## src/rtl/match_ctrl.sv

```systemverilog
// Match sequencing for a two-player ball game: serve timing, speed ramp,
// goal detection from ball column wrap, scoring and match end.
module match_ctrl #(
   parameter int SERVE_DELAY = 2000,
   parameter int RAMP_PERIOD = 4000,
   parameter int BASE_SPEED  = 4,
   parameter int MAX_SPEED   = 15,
   parameter int WIN_SCORE   = 9
) (
   input  logic              clk,
   input  logic              reset,
   input  logic              start,
   input  logic [3:0]        ball_x,
   output logic              ball_reset,
   output logic signed [4:0] speed,
   output logic [3:0]        lscore,
   output logic [3:0]        rscore,
   output logic              game_over,
   output logic              winner
);

   typedef enum logic [2:0] {IDLE, SERVE, PLAY, POINT, OVER} state_t;

   state_t      state_q, state_d;
   logic [15:0] cnt_q, cnt_d;
   logic [3:0]  mag_q, mag_d;
   logic        dir_q, dir_d;
   logic [3:0]  ls_q, ls_d, rs_q, rs_d;
   logic [3:0]  prev_x_q;
   logic        start_q, armed_q;
   logic        br_q, br_d, go_q, go_d, win_q, win_d;
   logic [4:0]  speed_q, speed_d;
   logic [4:0]  magx;
   logic        start_edge, left_goal, right_goal;

   // armed_q requires start to be seen low after reset, so a button held
   // through reset cannot launch a match.
   assign start_edge = start & ~start_q & armed_q;
   assign left_goal  = (prev_x_q == 4'd15) && (ball_x == 4'd0);
   assign right_goal = (prev_x_q == 4'd0)  && (ball_x == 4'd15);

   always_comb begin
      state_d = state_q;
      cnt_d   = cnt_q;
      mag_d   = mag_q;
      dir_d   = dir_q;
      ls_d    = ls_q;
      rs_d    = rs_q;
      case (state_q)
         IDLE, OVER: begin
            if (start_edge) begin
               ls_d    = 4'd0;
               rs_d    = 4'd0;
               dir_d   = 1'b1;
               cnt_d   = 16'd0;
               state_d = SERVE;
            end
         end
         SERVE: begin
            if (cnt_q == 16'(SERVE_DELAY - 1)) begin
               cnt_d   = 16'd0;
               mag_d   = 4'(BASE_SPEED);
               state_d = PLAY;
            end else begin
               cnt_d = cnt_q + 16'd1;
            end
         end
         PLAY: begin
            if (left_goal) begin
               rs_d    = rs_q + 4'd1;
               dir_d   = 1'b1;
               cnt_d   = 16'd0;
               state_d = POINT;
            end else if (right_goal) begin
               ls_d    = ls_q + 4'd1;
               dir_d   = 1'b0;
               cnt_d   = 16'd0;
               state_d = POINT;
            end else if (cnt_q == 16'(RAMP_PERIOD - 1)) begin
               cnt_d = 16'd0;
               if (mag_q < 4'(MAX_SPEED)) mag_d = mag_q + 4'd1;
            end else begin
               cnt_d = cnt_q + 16'd1;
            end
         end
         POINT: begin
            cnt_d = 16'd0;
            if (ls_q == 4'(WIN_SCORE) || rs_q == 4'(WIN_SCORE)) state_d = OVER;
            else                                                 state_d = SERVE;
         end
         default: state_d = IDLE;
      endcase

      // Outputs are registered from next-state values so they align with state_q.
      magx    = {1'b0, mag_d};
      br_d    = (state_d != PLAY);
      speed_d = 5'd0;
      if (state_d == PLAY) speed_d = dir_d ? magx : (5'd0 - magx);
      go_d    = (state_d == OVER);
      win_d   = go_d && (ls_d == 4'(WIN_SCORE));
   end

   always_ff @(posedge clk) begin
      if (reset) begin
         state_q  <= IDLE;
         cnt_q    <= 16'd0;
         mag_q    <= 4'd0;
         dir_q    <= 1'b1;
         ls_q     <= 4'd0;
         rs_q     <= 4'd0;
         prev_x_q <= 4'd8;
         start_q  <= 1'b0;
         armed_q  <= 1'b0;
         br_q     <= 1'b1;
         speed_q  <= 5'd0;
         go_q     <= 1'b0;
         win_q    <= 1'b0;
      end else begin
         state_q  <= state_d;
         cnt_q    <= cnt_d;
         mag_q    <= mag_d;
         dir_q    <= dir_d;
         ls_q     <= ls_d;
         rs_q     <= rs_d;
         prev_x_q <= ball_x;
         start_q  <= start;
         if (!start) armed_q <= 1'b1;
         br_q     <= br_d;
         speed_q  <= speed_d;
         go_q     <= go_d;
         win_q    <= win_d;
      end
   end

   assign ball_reset = br_q;
   assign speed      = speed_q;
   assign lscore     = ls_q;
   assign rscore     = rs_q;
   assign game_over  = go_q;
   assign winner     = win_q;

endmodule

```

## config.mk

```make
export PLATFORM = sky130hd
export DESIGN_NAME = match_ctrl
export DESIGN_NICKNAME = d
export VERILOG_FILES = /design/src/rtl/match_ctrl.sv
export SDC_FILE = /design/constraint.sdc
export NUM_CORES = 1
export LEC_CHECK = 0
export ABC_AREA = 1
export BUFFER_PORTS_ARGS = -buffer_cell sky130_fd_sc_hd__buf_4
export CORE_ASPECT_RATIO = 1.25
export CORE_MARGIN = 2
export CORE_UTILIZATION = 35
export DETAILED_ROUTE_END_ITERATION = 8
export GPL_TIMING_DRIVEN = 0
export PLACE_DENSITY = 0.58
export SLEW_MARGIN = 20
export SYNTH_ARGS = -nofsm -noshare
export SYNTH_HDL_FRONTEND = slang
export SYNTH_SLANG_ARGS = --single-unit
```

## constraint.sdc

```tcl
create_clock -name clk -period 2.6 [get_ports clk]
set_input_delay 0.52 -clock clk [delete_from_list [all_inputs] [get_ports clk]]
set_output_delay 0.52 -clock clk [all_outputs]
set_load 0.02 [all_outputs]
```

==> results of run 1 <==
area by class of cell:
cell class                      count  share of cell area (%)
Tap cell                           87                    3.86
Sequential cell                    46                    32.7
Clock inverter                      3                    2.44
Inverter                           60                    7.99
Clock buffer                        5                    2.44
Multi-Input combinational cell    236                    44.1
Buffer                              3                   0.665
Timing Repair Buffer               22                    5.86
synthesized netlist by cell type, drive strengths merged (2+ instances only):
cell     n
clkbuf   2
nor2    57
o21ai   17
xor2     3
dfxtp   46
or2      3
nand2   80
a211oi   2
a21oi   13
nand3   28
nor3     8
inv     59
a31oi    2
nand4    3
o211ai   5
ha       7
worst max path at each step:
stage	from	end	slack (ns)	cells past startpoint
after global routing	cnt_q[1]$_SDFFE_PP0P_	speed[2]$_SDFF_PP0_	0.27	12
after global placement	ball_x[1]	speed[1]$_SDFF_PP0_	0.46	12
final	cnt_q[1]$_SDFFE_PP0P_	speed[1]$_SDFF_PP0_	0.45	11
after CTS	cnt_q[1]$_SDFFE_PP0P_	speed[1]$_SDFF_PP0_	0.45	11
after detailed placement	ball_x[1]	speed[1]$_SDFF_PP0_	0.44	12
after floorplan	cnt_q[0]$_SDFFE_PP0P_	speed[1]$_SDFF_PP0_	0.67	11
sequential cells by signal, indices dropped and copies added, names as in the netlist:
| register | cells |
|---|---|
| ball_reset | 1 |
| start_q | 1 |
| prev_x_q | 4 |
| mag_q | 4 |
| cnt_q | 16 |
| rscore | 4 |
| winner | 1 |
| armed_q | 1 |
| lscore | 4 |
| state_q | 3 |
| speed | 5 |
| dir_q | 1 |
| game_over | 1 |
power groups by stage:
stage               registers, W  clock network (W)   logic, W
floorplan               0.000732                  0  0.0000451
global placement        0.000733                  0  0.0000704
detailed placement      0.000733                  0  0.0000708
CTS                     0.000716           0.000659  0.0000711
global route            0.000718           0.000681  0.0000807
finish                  0.000716           0.000641  0.0000705
routing by layer:
layer	vias up	track usage (%)	share of wire (%)
met1	976	16.9	45
met3	10	2.24	2.1
li1	1155	-	-
met4	0	6.21	2.4
met2	27	26.9	50
met5	-	0	0
through the flow:
stage          setup WS [ns]  area, um^2  utilization (%)
4_1_cts                0.448        2820             42.7
6_report               0.455        2820             42.7
2_1_floorplan          0.666        2410                -
3_5_place_dp           0.441        2680             40.6
3_3_place_gp           0.463        2680             40.6
5_1_grt                0.268        2820             42.7
critical path, cell delays in order (launching register included):
cell and delay, ns:
dfxtp_1 0.39, ha_1 0.21, nand3_2 0.13, nor2_2 0.20, nand2_2 0.10, nor2_4 0.16, nand3_1 0.13, nor2_2 0.15
a21oi_4 0.06, ha_1 0.29, o211ai_1 0.17, inv_1 0.05
kinds of logic after synthesis:
family	Yosys count	share of synthesized area, %
AOI/OAI and AO/OA	45	12.3
xor gates and xnor gates	3	1.09
DFF	46	38.2
buffers and inverters	63	10.1
adders and majority gates	7	3.64
and+or+nand+nor	181	34.6
==> impl_metrics.py, run 1 <==
metrics = {
    "placed_design": {
        "dp.cells": 454,
        "portBuffers": 22,
        "place_congestion": 0.830,
        "dp_hpwl_um": 4060,
    },
    "worst_setup_path": {
        "ff2ff_path_depth": 11,
        "path_class": "flop to flop",
        "crit_path_start_kind": "flop",
        "arrival_ns": 2.34,
        "r2r-end": "speed[1]$_SDFF_PP0_",
        "reg2reg_slack_ns": 0.45,
        "r2r_start": "cnt_q[1]$_SDFFE_PP0P_",
        "cp.required_ns": 2.79,
        "worstPathMaxFanout": 5,
        "crit_path_end_kind": "flop",
    },
    "yosys": {
        "avgSynthCellArea_um2": 6.98,
        "yosysTopAreaCellShare_pct": 38.2,
        "ys.warnings.count": 0,
        "syn_area_mm2": 0.00241,
        "synthCells": 345,
        "synth_cell_type_count": 38,
        "synth_top_flop_cell": "dfxtp_1",
        "synth_top_area_cell": "dfxtp_1",
        "async_flop_share_pct": 0,
        "ys_seq_area_share_pct": 38.2,
        "synth_fp_nets": 359,
        "synth_edf_count": 0,
        "yosys_register_bits": 46,
        "synth.area.top_cells": "dfxtp_1, nand2_1, nor2_1, inv_1, nand3_1",
    },
    "timing": {
        "fin_skew_ns": 0.0105,
        "rsz0062_at_grt": "no",
        "worst_slew_margin_rel_pct": 62.9,
        "hold_ws_ns": 0.409,
        "worst_pin_slew_ns": 0.557,
        "maxSlewViolCount": 0,
        "fin_tns_setup_ns": 0,
        "setup_viol": 0,
        "fin_crit_ns": 2.15,
        "fmax_ghz": 0.466,
        "hold_viol": 0,
        "period_share_pct": 82.5,
    },
    "global_route": {
        "grt_pass1_vias": 2151,
        "grt_max_degree": 16,
        "grt_pass1_wl_um": 9210,
        "grt.total_usage_pct": 14.8,
        "overflow": 0,
        "antenna_found_initial": 0,
    },
    "floorplan": {
        "io_pins": 23,
        "start_util_pct": 36.5,
        "die_x_um": 78.2,
        "die_h_um": 96.7,
        "core_area_mm2": 0.00661,
        "die_area_mm2": 0.00756,
        "core.rowCount": 33,
    },
    "power_and_ir_drop": {
        "intPower_w": 0.00112,
        "switching_share_pct": 21.7,
        "power.density_mw_per_mm2": 506,
        "p_switching_w": 0.000310,
        "vdd_ir_drop_max_mv": 0.332,
        "p_clk_share_pct": 44.9,
        "power_frac_seq_pct": 50.2,
        "finalPower_w": 0.00143,
        "p_comb_share_pct": 4.9,
        "p_leak_nw": 1.24,
    },
    "clock_network": {
        "htree_levels": 2,
        "cts_resized": 0,
        "hold_buffers": 0,
        "clkSinkCount": 46,
        "clk_pin_slew_ns": 0.09,
        "cts_tree": "yes",
        "clockBufferDepth": 2,
        "post_cts_buffers": 0,
        "clkLatencyLatePin_ns": 0.30,
        "cts_made_buffers": 5,
        "ctsRootBufferMaster": "clkbuf_8",
    },
    "detailed_routing": {
        "wl_per_cell_um": 11.3,
        "viasPerCell": 4.69,
        "dr.pass1.iters": 4,
        "wirelength_um": 5200,
        "drc_errors": 0,
        "ant_nets": 0,
        "dr_total_vias": 2168,
        "drtIter0Drc": 92,
    },
    "outcome": {
        "status": "finished clean",
    },
    "final_layout": {
        "finalNetCount": 388,
        "drive_gt1_share_pct": 19.5,
        "multi_input_area_mm2": 0.00124,
        "n_fill_cell": 713,
        "seqCellArea_um2": 921,
        "area_growth_pct": 17.1,
        "n_antenna_cell": 0,
        "final_common_cell": "nand2_1",
        "instances_no_fill": 462,
        "layout_common_cells": "nand2_1, nor2_1, inv_1, dfxtp_1, nand3_1",
    },
    "job": {
        "maxCapViolCount": 0,
    },
    "hold_path": {
        "worstHoldPathType": "input port to flop",
        "hold_path.startpoint": "start",
        "min_to": "armed_q$_SDFFE_PP0N_",
        "holdPathStages": 2,
    },
}
Power figures use the tool's default switching activity.
==> inputs of run 2 (changes only) <==
Settings changed: ABC_AREA 1 to 0.
Clock period 2.6 ns to 2.24 ns, I/O delays scaled along.
==> impl_metrics.py, run 2 <==
metrics = {
    "outcome": {
        "status": "complete, but fails checks",
        "violations": "setup timing",
    },
    "clock_network": {
        "clkSinkCount": 46,
        "cts_made_buffers": 5,
        "clockBufferDepth": 2,
        "ctsRootBufferMaster": "clkbuf_8",
        "htree_levels": 2,
        "hold_buffers": 0,
        "cts_tree": "yes",
        "clkLatencyLatePin_ns": 0.29,
        "clk_pin_slew_ns": 0.08,
    },
    "final_layout": {
        "seqCellArea_um2": 922,
        "largest_reg_flops": 16,
        "finalNetCount": 302,
        "layout_common_cells": "dfxtp_1, nor2_1, buf_4, nand2_1, xor2_1",
        "n_fill_cell": 621,
        "regMostFlops": "cnt_q",
        "instances_no_fill": 374,
        "final_common_cell": "dfxtp_1",
        "n_antenna_cell": 0,
        "area_growth_pct": 30.1,
        "drive_gt1_share_pct": 27.0,
        "multi_input_area_mm2": 0.00137,
    },
    "global_route": {
        "grt_pass1_vias": 1816,
        "overflow": 0,
        "grt_util_met1_pct": 17.2,
        "antenna_found_initial": 0,
        "use_met2_pct": 27.2,
        "grt.total_usage_pct": 15.0,
        "grt_pass1_wl_um": 8060,
        "grt_max_degree": 14,
        "grt_most_used_layer": "met2",
        "met3_usage_pct": 2.31,
    },
    "yosys": {
        "synthAdderAreaFrac_pct": 4.04,
        "synth_top_flop_cell": "dfxtp_1",
        "synth_edf_count": 0,
        "synth_top_family_by_area": "simple AND/OR/NAND/NOR gates",
        "avgSynthCellArea_um2": 8.71,
        "yosys_register_bits": 46,
        "synth_top_area_cell": "dfxtp_1",
        "synth-xor-area-share_pct": 5.25,
        "synth.area.top_cells": "dfxtp_1, nor2_1, xor2_1, ha_1, nand2_1",
        "synth_most_common_cell": "dfxtp_1",
        "ys_seq_area_share_pct": 42.5,
        "synthMuxAreaShare_pct": 0.462,
        "synth_cell_type_count": 47,
        "synthSimpleGateAreaFrac_pct": 31.2,
        "ys_top_cells_by_count": "dfxtp_1, nor2_1, nand2_1",
        "ys.warnings.count": 0,
        "async_flop_share_pct": 0,
        "syn_area_mm2": 0.00217,
        "synthCells": 249,
        "yosysTopAreaCellShare_pct": 42.5,
        "synth-compound-area-share_pct": 14.1,
        "synth_fp_nets": 263,
    },
    "floorplan": {
        "io_pins": 23,
        "start_util_pct": 35.6,
        "core_area_mm2": 0.00609,
        "die_h_um": 92,
        "die_area_mm2": 0.00684,
        "die_x_um": 74.4,
        "core.rowCount": 32,
    },
    "timing": {
        "fin_ws_ns": -0.168,
        "worst_pin_slew_ns": 0.553,
        "fin_crit_ns": 2.41,
        "fmax_ghz": 0.415,
        "worst_slew_margin_rel_pct": 62.8,
        "period_share_pct": 107,
        "rsz0062_at_grt": "yes",
        "hold_viol": 0,
        "fin_tns_setup_ns": -0.892,
        "maxSlewViolCount": 0,
        "setup_viol": 17,
        "fin_skew_ns": 0.00726,
    },
    "detailed_routing": {
        "dr_total_vias": 1922,
        "drtIter0Drc": 63,
        "ant_nets": 0,
        "wirelength_um": 4900,
        "wl_per_cell_um": 13.1,
        "viasPerCell": 5.14,
        "drc_errors": 0,
        "dr.pass1.iters": 4,
    },
    "worst_setup_path": {
        "crit_path_start_kind": "flop",
        "worstPathMaxFanout": 4,
        "arrival_ns": 2.59,
        "crit_path_end_kind": "flop",
        "path_class": "flop to flop",
        "cp.required_ns": 2.42,
    },
    "placed_design": {
        "portBuffers": 21,
        "dp_hpwl_um": 3430,
        "place_congestion": 0.794,
        "dp.cells": 355,
    },
    "power_and_ir_drop": {
        "p_leak_nw": 1.09,
        "vdd_ir_drop_max_mv": 0.264,
        "power.density_mw_per_mm2": 540,
    },
    "job": {
        "maxCapViolCount": 0,
    },
    "hold_path": {
        "worstHoldPathType": "input port to flop",
    },
}
-- run 2: critical path, cell delays in order (launching register included) --
cell and delay (ns):
dfxtp_2 0.33, or4_4 0.54, nor4b_4 0.32, and4b_2 0.32, nand3_4 0.11, a31oi_4 0.27, ha_4 0.24, nor2_2 0.11
a211oi_2 0.04
-- run 2: repair_timing --
action,in CTS,in global routing
buffers inserted,8,3
resized for setup,28,16
hold endpoints to repair,0,0
gates cloned,1,0
pin swaps,15,8
setup endpoints to repair,25,22
-- run 2: final cells by class --
class / count / area share (%)
well taps: 85 / 3.77
repair buffers: 32 / 9.05
flip-flops and latches: 46 / 32.7
inverters: 7 / 0.932
clock buffers: 7 / 2.71
clock inverters: 1 / 1.06
plain buffers: 6 / 1.15
multi-input cells: 190 / 48.6
-- run 2: cell families after synthesis --
family / count (synthesis)
muxes: 1
AOI/OAI and AO/OA: 44
buffers and inverters: 13
DFF: 46
xor gates and xnor gates: 13
adders and majority gates: 7
and+or+nand+nor: 125
-- run 2: stage by stage --
| stage | hold WS [ns] | setup slack [ns] | utilization (%) | instance area (um^2) | total power [W] |
|---|---|---|---|---|---|
| floorplan | 0.426 | -0.199 | - | 2180 | 0.000896 |
| global placement | 0.434 | -0.563 | 40.2 | 2450 | 0.000922 |
| detailed placement | 0.437 | -0.595 | 40.2 | 2450 | 0.000922 |
| CTS | 0.333 | -0.198 | 45.1 | 2750 | 0.00154 |
| global route | 0.343 | -0.290 | 46.3 | 2820 | 0.00158 |
| finish | 0.337 | -0.168 | 46.3 | 2820 | 0.00152 |
-- run 2: routing by layer --
layer,wire length (um),part of all wire (%)
met5,0,0
met4,76,1.6
met2,2640,54
met1,2080,42
met3,98,2.0
-- run 2: path summary, 6_finish.rpt --
check | start | end | slack [ns] | cells past startpoint
setup reg to reg | cnt_q[13]$_SDFFE_PP0P_ | speed[1]$_SDFF_PP0_ | -0.17 | 8
hold reg to reg | armed_q$_SDFFE_PP0N_ | armed_q$_SDFFE_PP0N_ | 0.45 | 2
setup / recovery | cnt_q[13]$_SDFFE_PP0P_ | speed[1]$_SDFF_PP0_ | -0.17 | 8
hold / removal | start | armed_q$_SDFFE_PP0N_ | 0.34 | 2
-- run 2: power breakdown --
group	total [W]	leakage, nW	switching [W]	internal (W)
Combinational	0.0000963	0.663	0.0000547	0.0000416
Clock	0.000597	0.0524	0.000264	0.000334
Sequential	0.000830	0.373	0.00000398	0.000826
